--- src/rtl/fp_addsub_scheduler.sv ---
// Shares one fixed-latency FP add/sub datapath among NUM_REQ requesters:
// round-robin issue, tag pipeline, in-order result FIFO and run/drain/halt control.
module fp_addsub_scheduler #(
  parameter int unsigned WIDTH      = 32,
  parameter int unsigned NUM_REQ    = 4,
  parameter int unsigned DP_LAT     = 1,
  parameter int unsigned FIFO_DEPTH = 4
) (
  input  logic                       clk,
  input  logic                       reset,
  input  logic [NUM_REQ-1:0]         req_valid,
  output logic [NUM_REQ-1:0]         req_ready,
  input  logic [NUM_REQ*WIDTH-1:0]   req_a,
  input  logic [NUM_REQ*WIDTH-1:0]   req_b,
  input  logic [NUM_REQ-1:0]         req_op,
  input  logic                       hold,
  output logic [WIDTH-1:0]           dp_a,
  output logic [WIDTH-1:0]           dp_b,
  output logic                       dp_valid,
  input  logic [WIDTH-1:0]           dp_result,
  output logic                       resp_valid,
  input  logic                       resp_ready,
  output logic [WIDTH-1:0]           resp_data,
  output logic [$clog2(NUM_REQ)-1:0] resp_id,
  output logic                       halted
);

  localparam int unsigned ID_W  = $clog2(NUM_REQ);
  localparam int unsigned PTR_W = $clog2(FIFO_DEPTH);
  localparam int unsigned OCC_W = $clog2(FIFO_DEPTH + DP_LAT + 1);

  typedef enum logic [1:0] {ST_RUN, ST_DRAIN, ST_HALTED} state_t;
  typedef struct packed {
    logic            valid;
    logic [ID_W-1:0] id;
  } tag_t;

  state_t            state;
  logic [ID_W-1:0]   last_grant;
  logic [ID_W-1:0]   grant_id;
  logic [ID_W-1:0]   cand;
  logic              grant_found;
  logic              issue_ok;
  logic              transfer;
  logic [WIDTH-1:0]  dp_a_q;
  logic [WIDTH-1:0]  dp_b_q;
  logic [WIDTH-1:0]  sel_a;
  logic [WIDTH-1:0]  sel_b;
  tag_t [DP_LAT-1:0] tags;
  logic [OCC_W-1:0]  inflight;
  logic [OCC_W-1:0]  fifo_count;
  logic [PTR_W-1:0]  wr_ptr;
  logic [PTR_W-1:0]  rd_ptr;
  logic [WIDTH-1:0]  mem_data [FIFO_DEPTH];
  logic [ID_W-1:0]   mem_id   [FIFO_DEPTH];
  logic              push;
  logic              pop;

  // Occupancy of the datapath: one per valid tag stage.
  always_comb begin
    inflight = '0;
    for (int unsigned k = 0; k < DP_LAT; k++) begin
      inflight = inflight + OCC_W'(tags[k].valid);
    end
  end

  // Reserving a FIFO slot per in-flight op makes overflow impossible.
  assign issue_ok = reset && (state == ST_RUN) && !hold &&
                    ((fifo_count + inflight) < OCC_W'(FIFO_DEPTH));

  // Round-robin search starting just after the last granted requester.
  always_comb begin
    grant_found = 1'b0;
    grant_id    = '0;
    cand        = '0;
    for (int unsigned off = 1; off <= NUM_REQ; off++) begin
      cand = ID_W'((32'(last_grant) + off) % NUM_REQ);
      if (!grant_found && req_valid[cand]) begin
        grant_found = 1'b1;
        grant_id    = cand;
      end
    end
  end

  assign transfer  = issue_ok && grant_found;
  assign req_ready = transfer ? (NUM_REQ'(1) << grant_id) : '0;

  // Subtraction is an add with the second operand's sign flipped.
  assign sel_a    = req_a[grant_id*WIDTH +: WIDTH];
  assign sel_b    = req_b[grant_id*WIDTH +: WIDTH] ^ {req_op[grant_id], {(WIDTH-1){1'b0}}};
  assign dp_valid = transfer;
  assign dp_a     = transfer ? sel_a : dp_a_q;
  assign dp_b     = transfer ? sel_b : dp_b_q;

  always_ff @(posedge clk or negedge reset) begin
    if (!reset) begin
      last_grant <= ID_W'(NUM_REQ - 1);
      dp_a_q     <= '0;
      dp_b_q     <= '0;
      tags       <= '0;
    end else begin
      if (transfer) begin
        last_grant <= grant_id;
        dp_a_q     <= sel_a;
        dp_b_q     <= sel_b;
      end
      tags[0] <= tag_t'{valid: transfer, id: grant_id};
      for (int unsigned k = 1; k < DP_LAT; k++) begin
        tags[k] <= tags[k-1];
      end
    end
  end

  assign push = tags[DP_LAT-1].valid;
  assign pop  = resp_valid && resp_ready;

  always_ff @(posedge clk or negedge reset) begin
    if (!reset) begin
      wr_ptr     <= '0;
      rd_ptr     <= '0;
      fifo_count <= '0;
    end else begin
      if (push) wr_ptr <= wr_ptr + PTR_W'(1);
      if (pop)  rd_ptr <= rd_ptr + PTR_W'(1);
      case ({push, pop})
        2'b10:   fifo_count <= fifo_count + OCC_W'(1);
        2'b01:   fifo_count <= fifo_count - OCC_W'(1);
        default: fifo_count <= fifo_count;
      endcase
    end
  end

  // Storage needs no reset: the output is masked while the FIFO is empty.
  always_ff @(posedge clk) begin
    if (push) begin
      mem_data[wr_ptr] <= dp_result;
      mem_id[wr_ptr]   <= tags[DP_LAT-1].id;
    end
  end

  assign resp_valid = (fifo_count != '0);
  assign resp_data  = resp_valid ? mem_data[rd_ptr] : '0;
  assign resp_id    = resp_valid ? mem_id[rd_ptr]   : '0;

  always_ff @(posedge clk or negedge reset) begin
    if (!reset) begin
      state  <= ST_RUN;
      halted <= 1'b0;
    end else begin
      case (state)
        ST_RUN: begin
          if (hold) state <= ST_DRAIN;
        end
        ST_DRAIN: begin
          if (!hold) begin
            state <= ST_RUN;
          end else if ((inflight == '0) && (fifo_count == '0)) begin
            state  <= ST_HALTED;
            halted <= 1'b1;
          end
        end
        ST_HALTED: begin
          if (!hold) begin
            state  <= ST_RUN;
            halted <= 1'b0;
          end
        end
        default: begin
          state  <= ST_RUN;
          halted <= 1'b0;
        end
      endcase
    end
  end

endmodule

--- config.mk ---
export PLATFORM = sky130hd
export DESIGN_NAME = fp_addsub_scheduler
export DESIGN_NICKNAME = d
export VERILOG_FILES = /design/src/rtl/fp_addsub_scheduler.sv
export SDC_FILE = /design/constraint.sdc
export NUM_CORES = 1
export LEC_CHECK = 0
export BUFFER_PORTS_ARGS = -buffer_cell sky130_fd_sc_hd__buf_4
export CAP_MARGIN = 20
export CORE_AREA = 2 2 157 159
export DETAILED_ROUTE_END_ITERATION = 6
export DIE_AREA = 0 0 159 161
export PLACE_DENSITY = 0.71
export SETUP_SLACK_MARGIN = 0.3
export SKIP_CTS_REPAIR_TIMING = 1
export SYNTH_ARGS = -nofsm -noshare
export SYNTH_HDL_FRONTEND = slang
export SYNTH_SLANG_ARGS = --single-unit
--- constraint.sdc ---
create_clock -name clk -period 3.76 [get_ports clk]
set_clock_uncertainty 0.1 [all_clocks]
set_input_delay 0.94 -clock clk [delete_from_list [all_inputs] [get_ports clk]]
set_output_delay 0.94 -clock clk [all_outputs]
set_load 0.1 [all_outputs]
# Word-level counts from Yosys, hierarchy flattened
# Memories as Yosys holds them, arrays and structs flattened.
# Index checks and enable logic that the tools add are counted.
# Widths: inputs -> output; s select.
[op_classes] n_addsub=9 order_cmp=6 n_eq_ne=9 shift=3 muxes=35 n_bitwise=2 n_reduce_logical=20
[op_table] cell="$shiftx 128x8->32" n=2
[op_table] cell="$mux 32" n=3
[op_table] cell="$xor 32x32->32" n=1
[op_table] cell="$mux 2" n=9
[op_table] cell="$lt 2x3->1 const B" n=5
[op_table] cell="$mux 1" n=14
[op_table] cell="$bmux 1 s2" n=5
[op_table] cell="$logic_and 1x1->1" n=9
[op_table] cell="$add 2x1->2 const B" n=4
[op_table] cell="$ne 2x2->1 const B" n=4
[op_table] cell="$logic_not 3->1" n=2
[op_table] cell="$pmux 2 s3" n=1
[op_table] cell="$pmux 3 s2" n=1
[op_table] cell="$add 2x2->2 const B" n=2
[op_table] cell="$eq 2x1->1 const B" n=2
[op_table] cell="$eq 2x2->1 const B" n=2
[op_table] cell="$logic_not 1->1" n=4
[op_table] cell="$mux 4" n=1
[op_table] cell="$reduce_and 4->1" n=1
[op_table] cell="$shl 1x2->4 const A" n=1
[op_table] cell="$add 3x1->3" n=1
[op_table] cell="$add 3x1->3 const B" n=1
[op_table] cell="$lt 3x3->1 const B" n=1
[op_table] cell="$ne 3x3->1 const B" n=1
[op_table] cell="7 further kinds" n=7
[totals] ff_bits=79 ram_bits=136 word_cells=96 memories=2
[mem_list] name="mem_data" words=4 width=32 rd=1 rd_clocked_by_memory_dff=0 wr=1 line_no="54" text="logic [WIDTH-1:0] mem_data [FIFO_DEPTH];"
[mem_list] name="mem_id" words=4 width=2 rd=1 rd_clocked_by_memory_dff=0 wr=1 line_no="55" text="logic [ID_W-1:0] mem_id [FIFO_DEPTH];"

# Logic depth before layout (Yosys ltp)
[logic_depth] ltp_word=17 ltp_mapped=9 depth_no_buf=8

# Worst setup path before layout
# No wires, ideal clock.
[synth_path] path_type="input-to-output" from="input port req_valid[3]" to="output port dp_b[18]" t_arrival_ns=3.858 required_time_ns=2.720 path_slack_ns=-1.138 cell_stages=7 path_cell_list="a221o_1 a21oi_2 buf_4 inv_2 buf_6 mux2_4 a31oi_1"
[synth_via] elab_chain_len=15
[synth_rtl] element="start, declared" line_no="11" text="input logic [NUM_REQ-1:0] req_valid,"
[synth_rtl] element="$bmux 1 s2" line_no="78" text="if (!grant_found && req_valid[cand]) begin"
[synth_rtl] element="$mux 1 (not written as such)" line_no="78"
[synth_rtl] element="$mux 1" line_no="78"
[synth_rtl] element="$logic_not 1->1" line_no="78"
[synth_rtl] element="$logic_and 1x1->1" line_no="78"
[synth_rtl] element="$mux 1" line_no="78"
[synth_rtl] element="$logic_not 1->1" line_no="78"
[synth_rtl] element="$logic_and 1x1->1" line_no="78"
[synth_rtl] element="$mux 1" line_no="78"
[synth_rtl] element="$logic_not 1->1" line_no="78"
[synth_rtl] element="$logic_and 1x1->1" line_no="78"
[synth_rtl] element="$mux 2" line_no="78"
[synth_rtl] element="$shiftx 128x8->32" line_no="90" text="assign sel_b = req_b[grant_id*WIDTH +: WIDTH] ^ {req_op[grant_id], {(WIDTH-1){1'b0}}};"
[synth_rtl] element="$xor 32x32->32" line_no="90"
[synth_rtl] element="$mux 32 (*)"
[synth_rtl] element="end, declared" line_no="18" text="output logic [WIDTH-1:0] dp_b,"
# Every way passes the cells marked *; elsewhere a longest branch is shown, timed or not. The select of a mux whose other input is x is not followed.

# Final worst setup path
[layout_path] from="input port req_valid[1]" to="output port dp_a[1]"
[layout_via] elab_chain_len=14
[layout_rtl] element="$bmux 1 s2" line_no="78"
[layout_rtl] element="$mux 1 (not written as such)" line_no="78"
[layout_rtl] element="$mux 1" line_no="78"
[layout_rtl] element="$logic_not 1->1" line_no="78"
[layout_rtl] element="$logic_and 1x1->1" line_no="78"
[layout_rtl] element="$mux 1" line_no="78"
[layout_rtl] element="$logic_not 1->1" line_no="78"
[layout_rtl] element="$logic_and 1x1->1" line_no="78"
[layout_rtl] element="$mux 1" line_no="78"
[layout_rtl] element="$logic_not 1->1" line_no="78"
[layout_rtl] element="$logic_and 1x1->1" line_no="78"
[layout_rtl] element="$mux 2 or $mux 1 (tied branches)" line_no="78"
[layout_rtl] element="$shiftx 128x8->32 or $logic_and 1x1->1 (tied branches)" line_no="89, 85"
[layout_rtl] element="$mux 32 (*)"
[layout_rtl] element="end, declared" line_no="17" text="output logic [WIDTH-1:0] dp_a,"
# Marks and branches as above.

==> flow_summary.yaml <==
global_route:
  grt_usage_pct: 23.93
  grt_pass1_wl_um: 47860
  grt_pass1_vias: 8512
  overflow: 0
  antenna_found_initial: 4
  grt_max_degree: 57
timing:
  finalHoldViolCount: 0
  fin_crit_ps: 3846
  timing.final.crit_share_pct: 102.3
  hold_ws_ps: 354.1
  clock.fmax_mhz: 260.0
  timing.slew.headroom_pct: 38.29
  setup_slack_ps: -85.56
  report.final.slew_viol_count: 0
  rsz0062_at_grt: "yes"
  worst_pin_slew_ps: 925.6
  setup_violations: 34
floorplanning:
  boundaryPins: 405
  die_h_um: 161
  rows: 57
  initial_core_util_pct: 42.77
  coreArea_sq_um: 23960
  dieArea_sq_um: 25600
  die_w_um: 159
min_path:
  hold_class: "primary input to async pin"
setup_path:
  cp.arrival_ps: 2810
  cp_max_fo: 7
  start_kind: "primary input"
  worstSetupEndpointType: "output pin"
  critical_path_class: "primary input to output pin"
  required_ps: 2720
routing:
  ant_nets: 0
  routed_via_density: 5.467
  wirelength_um: 34490
  drc: 0
  drtIter0Drc: 533
  drtPass1Iterations: 5
  routedWlPerCell_um: 22.64
  vias: 8327
run_status:
  status: "finished with violations"
  violations: "negative setup slack"
logic_synthesis:
  yosysTopAreaCell: "edfxtp_1"
  yosys_most_used_dff: "edfxtp_1"
  yosysSeqAreaShare_pct: 59.16
  syn_area_per_cell_sq_um: 14.39
  yosysUniqueCellTypes: 42
  yosysTopAreaCellShare_pct: 39.85
  async_flop_share_pct: 36.74
  synth-seq-cells: 215
  synth_edf_count: 136
  syn_nets: 1018
  synth.area.top_cells: "edfxtp_1, dfrtp_1, mux4_2"
  syn_area_sq_um: 10250
  synth_warnings: 0
  synthCells: 712
finish:
  fill_cells: 1567
  area_growth_pct: 68.61
  drive_above_1_share_pct: 60.79
  multi_input_area_sq_um: 4758
  final_nets: 1484
  fin_util_pct: 72.11
  regArea_sq_um: 6068
placed_design:
  port_buffers: 404
  post-dp-hpwl_um: 23570
  gp_congestion: 0.9233
power:
  finalPower_mw: 17.83
  ir_drop_mv: 0.9133
  power.density_nw_per_um2: 1032
  total_leakage_power_nw: 7.054
cts:
  numCtsBuffers: 24
  clk_pin_slew_ps: 60
  insertion_delay_ps: 510
  cts.path.max_buffers: 3
  cts.sinks: 215
  clockRootBuffer: "clkbuf_16"
  tritoncts: "done"
  ctsHtreeMaxLevel: 1
flow_run:
  maxCapViolations: 0
metal layers:
layer | global-route usage, % | up-vias | routed length [um]
met5 | 0 | - | 13
met4 | 8.140 | 2 | 1046
met3 | 6.292 | 61 | 2507
met2 | 41.88 | 314 | 18020
met1 | 28.87 | 4202 | 12900
li1 | - | 3748 | -
path summary, 6_finish.rpt:
kind,from,end,depth (start not counted),slack (ps)
max,req_valid[1],dp_a[1],11,-90
min,reset,rd_ptr[0],2,350
max reg2reg,fifo_count[0],fifo_count[2],8,1330
min reg2reg,fifo_count[2],fifo_count[2],1,410
max in group asynchronous,reset,dp_a_q[24],3,2120
min in group clk,fifo_count[2],fifo_count[2],1,410
critical path, stage by stage:
cell	delay (ps)
buf_6	100
buf_6	110
nor3b_4	150
a311oi_4	250
buf_6	190
buf_12	150
clkbuf_16	140
mux2i_1	90
mux2_4	310
a31oi_4	180
buf_12	200
cell families (layout without fill, tap and decap cells):
group / after synthesis / in the layout / synth area share [%]
AOI/OAI and AO/OA: 171 / 171 / 13.64
xor gates and xnor gates: 11 / 11 / 0.9400
adders and majority gates: 6 / 6 / 0.8058
buffers and inverters: 74 / 558 / 3.199
DFF: 215 / 215 / 59.16
muxes: 117 / 117 / 16.38
other: 0 / 3 / 0
and+or+nand+nor: 118 / 118 / 5.872
cell usage after synthesis (3+ instances only):
cell type and instances:
mux2i_1 65, nand2_1 23, xor2_1 6, buf_2 19, a31oi_1 4, a31oi_2 14, dfrtp_1 77, nand3_1 19
nor2_1 23, o22ai_1 3, buf_4 3, mux4_2 34, mux2_4 16, inv_1 9, edfxtp_1 136, o21ai_0 49
a32o_1 47, clkbuf_1 39, o22a_1 46, xnor2_1 5, ha_1 5, and2_1 40
cell usage in the layout (no fill, tap or decap), types with 8 or more instances in the layout:
cell type	instances
inv_1	9
mux2i_1	48
mux4_2	34
nand3_1	19
clkbuf_16	36
mux2i_2	8
a32o_1	28
o21ai_0	8
and2_1	35
o21ai_1	33
nand2_1	22
a32o_2	19
nor2_1	20
mux2_4	17
edfxtp_1	136
a31oi_4	18
o21ai_2	8
dfrtp_1	75
mux2i_4	9
buf_4	373
buf_12	83
buf_6	27
o22a_4	46
power by group:
part | switching (mW) | internal [mW]
clock | 0.952 | 1.39
combinational | 7.47 | 4.71
sequential | 0.289 | 3.03
total | 8.71 | 9.13
registers in the layout (all words and copies together) (netlist names), 3 cells and up:
register    cells
dp_a_q         32
mem_id          8
fifo_count      3
mem_data      128
dp_b_q         32
cell type report:
type	count	share of cell area, %
clock buffer	33	3.852
tap	324	2.346
inverter	11	0.2824
timing repair buffer	503	30.10
sequential	215	35.12
antenna	3	0.04344
clock inverter	11	0.7241
multi-input combinational	423	27.54
through the flow:
step | setup TNS, ps | setup WS, ps | cells | cell area (sq um)
floorplan | -672.0 | -58.32 | 712 | 10930
global placement | -16700 | -353.6 | 1434 | 14730
detailed placement | -18500 | -417.5 | 1434 | 14730
CTS | -19230 | -426.1 | 1478 | 15520
global route | -4503 | -153.7 | 1523 | 17280
finish | -1260 | -85.56 | 1523 | 17280
Power figures use the tool's default switching activity.
